--- config.mk ---
export PLATFORM = sky130hd
export DESIGN_NAME = instr_aligner
export DESIGN_NICKNAME = d
export VERILOG_FILES = /design/src/rtl/instr_aligner.sv
export SDC_FILE = /design/constraint.sdc
export NUM_CORES = 1
export LEC_CHECK = 0
export ABC_AREA = 0
export BUFFER_PORTS_ARGS = -buffer_cell sky130_fd_sc_hd__buf_2
export CAP_MARGIN = 10
export CORE_ASPECT_RATIO = 0.75
export CORE_MARGIN = 8
export CORE_UTILIZATION = 35
export DETAILED_ROUTE_END_ITERATION = 12
export PLACE_DENSITY = 0.69
export REMOVE_ABC_BUFFERS = 1
export SLEW_MARGIN = 0
export SYNTH_ARGS = -nofsm -noshare
export SYNTH_HDL_FRONTEND = slang
export SYNTH_SLANG_ARGS = --single-unit
--- constraint.sdc ---
create_clock -name I_clk -period 4 [get_ports I_clk]
set_input_delay 0.4 -clock I_clk [delete_from_list [all_inputs] [get_ports I_clk]]
set_output_delay 0.4 -clock I_clk [all_outputs]
set_load 0.005 [all_outputs]
--- src/rtl/instr_aligner.sv ---
// instr_aligner: realigns a word-fetched RISC-V stream of 16/32-bit instructions for the decoder
// Ports:
//   I_clk, I_reset             clock, asynchronous active-high reset
//   I_redirect, I_redirect_pc  flush the buffer and restart fetch at a new PC
//   O_mem_req, O_mem_addr      single outstanding word fetch, held until I_mem_ack
//   I_mem_ack, I_mem_data      one-cycle fetch response carrying a little-endian word
//   O_valid, O_instr, O_pc     head instruction of the halfword buffer and its address
//   O_is_compressed            head is a 16-bit instruction
//   I_ready                    decoder accepts the head instruction
module instr_aligner #(
    parameter logic [31:0] RESET_PC = 32'h0000_0000
) (
    input  logic        I_clk,
    input  logic        I_reset,
    input  logic        I_redirect,
    input  logic [31:0] I_redirect_pc,
    output logic        O_mem_req,
    output logic [31:0] O_mem_addr,
    input  logic        I_mem_ack,
    input  logic [31:0] I_mem_data,
    output logic        O_valid,
    output logic [31:0] O_instr,
    output logic [31:0] O_pc,
    output logic        O_is_compressed,
    input  logic        I_ready
);
    typedef enum logic [1:0] {RUN, WAIT, DROP} state_t;
    state_t      state, state_next;
    logic [47:0] hw_buf, hw_buf_next;
    logic [1:0]  hw_cnt, hw_cnt_next, need, pop, push, cnt_popped;
    logic [31:0] pc, fetch_addr, push_data;
    logic        skip_lo, xfer, take;

    // hw_buf[15:0] is the head halfword; slots above hw_cnt are kept zero so pushes can be OR-ed in
    always_comb begin
        O_is_compressed = hw_buf[1:0] != 2'b11;
        need            = O_is_compressed ? 2'd1 : 2'd2;
        O_valid         = hw_cnt >= need;
        O_instr         = O_is_compressed ? {16'h0, hw_buf[15:0]} : hw_buf[31:0];
        O_pc            = pc;
        O_mem_req       = state == WAIT;
        O_mem_addr      = fetch_addr;
        xfer            = O_valid && I_ready && !I_redirect;
        take            = state == WAIT && I_mem_ack && !I_redirect;
        pop             = xfer ? need : 2'd0;
        cnt_popped      = hw_cnt - pop;
        push            = take ? (skip_lo ? 2'd1 : 2'd2) : 2'd0;
        // the first word after a redirect to an odd halfword contributes only its upper half
        push_data       = skip_lo ? {16'h0, I_mem_data[31:16]} : I_mem_data;
        hw_buf_next     = I_redirect ? 48'h0 :
                          (hw_buf >> {pop, 4'b0}) | (take ? ({16'h0, push_data} << {cnt_popped, 4'b0}) : 48'h0);
        hw_cnt_next     = I_redirect ? 2'd0 : cnt_popped + push;
    end

    always_comb begin
        state_next = state;
        case (state)
            RUN:     state_next = (!I_redirect && cnt_popped <= 2'd1) ? WAIT : RUN;
            // a redirect with the fetch still in flight must swallow its late response
            WAIT:    state_next = I_mem_ack ? RUN : (I_redirect ? DROP : WAIT);
            DROP:    state_next = I_mem_ack ? RUN : DROP;
            default: state_next = RUN;
        endcase
    end

    always_ff @(posedge I_clk or posedge I_reset) begin
        if (I_reset) begin
            state      <= RUN;
            hw_buf     <= 48'h0;
            hw_cnt     <= 2'd0;
            pc         <= RESET_PC;
            fetch_addr <= RESET_PC & ~32'h3;
            skip_lo    <= RESET_PC[1];
        end else begin
            state  <= state_next;
            hw_buf <= hw_buf_next;
            hw_cnt <= hw_cnt_next;
            if (I_redirect) begin
                pc         <= I_redirect_pc & ~32'h1;
                fetch_addr <= I_redirect_pc & ~32'h3;
                skip_lo    <= I_redirect_pc[1];
            end else begin
                if (xfer)
                    pc <= pc + {29'h0, need, 1'b0};
                if (take) begin
                    fetch_addr <= fetch_addr + 32'd4;
                    skip_lo    <= 1'b0;
                end
            end
        end
    end
endmodule

==> qor.log <==
qor: outcome.outcome finished clean
qor: drt.post_drt_via_cell_ratio 5.40
qor: drt.detail_route.iter0.violations 439
qor: finish.multiInputGateArea 3700 sq um
qor: clock_tree.cts_hold_buffers 0
qor: synth.post_synth_mux_area_share 6.35%
qor: sta.max_slew.worst_pin.slew 1.17 ns
qor: critical_path.ff2ff_path_depth 13
qor: clock_tree.postCtsSetupBuffers 0
qor: critical_path.startpoint hw_buf[0]
qor: global_routing.grt_start_max_net_pins 70
qor: floorplanning.die_y 138 microns
qor: floorplanning.design.core.area 19400 sq um
qor: drt.post_route_antenna_net_violation_count 0
qor: floorplanning.floorplan.io_pins 168
qor: power.power.density 501 nW/um^2
qor: drt.first_pass_iters 5
qor: power.vdd_drop_max 0.279 mV
qor: finish.layout-drive-gt1-share 29.5%
qor: clock_tree.tritoncts_clock_tree done
qor: sta.finalCriticalPeriod 3.51 ns
qor: synth.post_synth_design_cell_area 6930 sq um
qor: synth.syn_inst 759
qor: critical_path.crit_path_max_fanout 16
qor: sta.max_slew_margin 22.2%
qor: drt.detail_route.wirelength 21800 microns
qor: synth.post_synth_main_area_contributors dfrtp_1 (41%), a21oi_1 (6.7%), nor2_1 (4.0%)
qor: synth.post_synth_fa_ha_maj_area_fraction 1.55%
qor: floorplanning.floorplan.initialDensity 35.8%
qor: finish.final-seq-area 2850 sq um
qor: place.finalWeightedCongestion 0.821
qor: critical_path.r2r_end hw_buf[0]
qor: critical_path.rrSetupSlack 0.49 ns
qor: critical_path.crit_type flop to flop
qor: power.post_route_total_power 4240 uW
qor: finish.fillerInstances 1941
qor: clock_tree.clk_pin_slew_worst_paths 0.06 ns
qor: drt.drc_errors 0
qor: synth.synth_xor_xnor_area_share 5.79%
qor: synth.share_of_the_synthesized_area_in_the_top_cell_type 41.1%
qor: synth.dominant_combinational_cell_family_by_area_after_synthesis simple AND/OR/NAND/NOR gates
qor: finish.final_core_util 43.7%
qor: floorplanning.die_area 24600 sq um
qor: sta.timing.clock.skew 0.0126 ns
qor: min_path.holdCritPathClass input pin to asynchronous set/reset pin
qor: synth.post-synth-top-area-cell dfrtp_1
qor: clock_tree.root_buffer clkbuf_16
qor: global_routing.grt_antenna_before_repair 1
qor: global_routing.global_route.usage.total 17.4%
qor: sta.final_hold_viols 0
qor: synth.synth_compound_gate_area_share 17.0%
qor: place.dp_hpwl 15400 microns
qor: clock_tree.h-tree-depth 4
qor: job.timing.max_cap.violations 0
qor: floorplanning.dieWidth 179 microns
qor: synth.yosys.cell_types.count 61
qor: finish.mostFrequentLayoutCell buf_2
qor: finish.final_nets 973
qor: sta.fin_crit_sh 87.8%
qor: critical_path.crit_required 4.32 ns
qor: synth.synth_simple_gate_area_share 22.5%
qor: global_routing.grt_remaining_overflow 0
qor: critical_path.timing.rr.start hw_buf[0]
qor: sta.final_setup_violating_endpoints 0
qor: sta.timing_max_transition_violations_final 0
qor: sta.max_clock_freq 0.285 GHz
qor: finish.layout-area-overhead-vs-synth 22.1%
qor: power.leakagePower 0.00381 uW
qor: synth.yosysWarnings 0
qor: clock_tree.clk_path_buf_depth 2
qor: place.buffer_ports.inserted 163
qor: synth.synth_seq_area_share 41.1%
qor: clock_tree.cts_buffers 17
qor: drt.routed_wire_length_per_instance 18.7 microns
qor: drt.route.vias.total 6272
qor: floorplanning.rows 44
qor: critical_path.cp-endpoint hw_buf[0]
qor: global_routing.first_global_vias 6178
qor: critical_path.timing.critical_path.to_type flop
qor: synth.synth_top_flop_cell dfrtp_1
qor: synth.ys_async_sr_fraction 100%
qor: finish.final_cell_mix buf_2 (163), dfrtp_1 (114), a21oi_1 (93)
qor: critical_path.worst_setup_path_start_kind flop
qor: clock_tree.cts_repair_resize_count 0
qor: clock_tree.cts.sinks 114
qor: synth.synth-edff-count 0
qor: synth.postSynthRegisterBits 114
qor: clock_tree.clock_insertion_delay_worst_skew 0.41 ns
qor: critical_path.worstPathArrival 3.83 ns
qor: synth.synth_area_per_cell 9.13 sq um
qor: sta.unrepaired_setup_endpoints_after_global_routing false
qor: global_routing.grt_first_pass_wirelength 33700 microns
==> metal layers <==
layer / wire [microns] / GRT usage [%] / up-vias / part of all wire (%)
met4: 306 / 5.50 / 2 / 1.4
met3: 1650 / 4.90 / 22 / 7.6
met1: 9960 / 23.5 / 3052 / 46
li1: - / - / 2982 / -
met2: 9860 / 26.6 / 214 / 45
met5: 12 / 0 / - / 0.055
==> logic make-up (layout without fill, tap and decap cells) <==
family	Yosys count	in the layout
AOI/OAI and AO/OA	192	192
xor gates and xnor gates	45	45
adders and majority gates	8	8
buffers and inverters	75	222
DFF	114	114
muxes	41	41
other	1	4
and+or+nand+nor	283	283
==> layout make-up <==
cell class                      instances  area share, %
Multi-Input combinational cell        572           43.7
Timing Repair Buffer                  179           11.2
Antenna cell                            1         0.0296
Inverter                               12          0.591
Tap cell                              253           3.74
Sequential cell                       114           33.7
Clock buffer                           18           5.07
Clock inverter                         13           1.94
==> power by group <==
| group | switching (uW) | internal, uW | leakage (uW) |
|---|---|---|---|
| clock | 562 | 976 | 0.000286 |
| combinational | 763 | 478 | 0.00210 |
| sequential | 159 | 1310 | 0.00142 |
==> registers in the layout, summed over array words and instances (netlist names) <==
name and flops:
hw_buf 48, O_pc 31, O_mem_addr 30, hw_cnt 2
skip_lo 1, state 2
==> metrics by stage <==
stage | instance area, sq um | instances | hold WS (ns) | setup WS, ns | setup TNS (ns)
3_5_place_dp | 7870 | 1130 | 0.481 | 0.533 | 0
6_report | 8460 | 1162 | 0.0893 | 0.489 | 0
3_3_place_gp | 7870 | 1130 | 0.476 | 0.622 | 0
5_1_grt | 8460 | 1161 | 0.132 | 0.289 | 0
4_1_cts | 8460 | 1161 | 0.112 | 0.509 | 0
2_1_floorplan | 6600 | 698 | 0.463 | -0.885 | -35.69
==> worst min-delay path by stage <==
stage | endpoint | slack (ns) | cells after the start
after floorplan | hw_buf[32] | 0.46 | 2
after CTS | O_pc[30] | 0.11 | 2
after detailed placement | hw_buf[45] | 0.48 | 1
after global routing | O_pc[30] | 0.13 | 2
after global placement | hw_buf[45] | 0.48 | 1
final | O_pc[30] | 0.09 | 2
==> Yosys cell counts, drive strengths merged, types with 5 or more instances <==
cell / count
o31a: 5
o21ai: 26
nand4: 19
nand2b: 6
xnor2: 29
a31oi: 13
mux2: 24
nand2: 69
nand3: 23
o22ai: 32
clkbuf: 25
nor3: 12
a21boi: 7
or3: 9
and3: 43
and4: 5
inv: 12
a21oi: 93
dfrtp: 114
buf: 38
xor2: 16
nor2: 74
ha: 7
nor4: 8
mux2i: 17
==> critical path, cell delays in order, from the launching register on <==
cell	delay [ns]
dfrtp_1	0.34
and2_1	0.20
inv_4	0.07
ha_1	0.32
nor3b_4	0.17
buf_4	0.22
or2_1	0.15
nor3_1	0.05
ha_1	0.19
xnor2_1	0.46
o31a_2	0.31
o21a_2	0.43
nand2_4	0.26
o22ai_1	0.23
(Power assumes the default switching activity.)
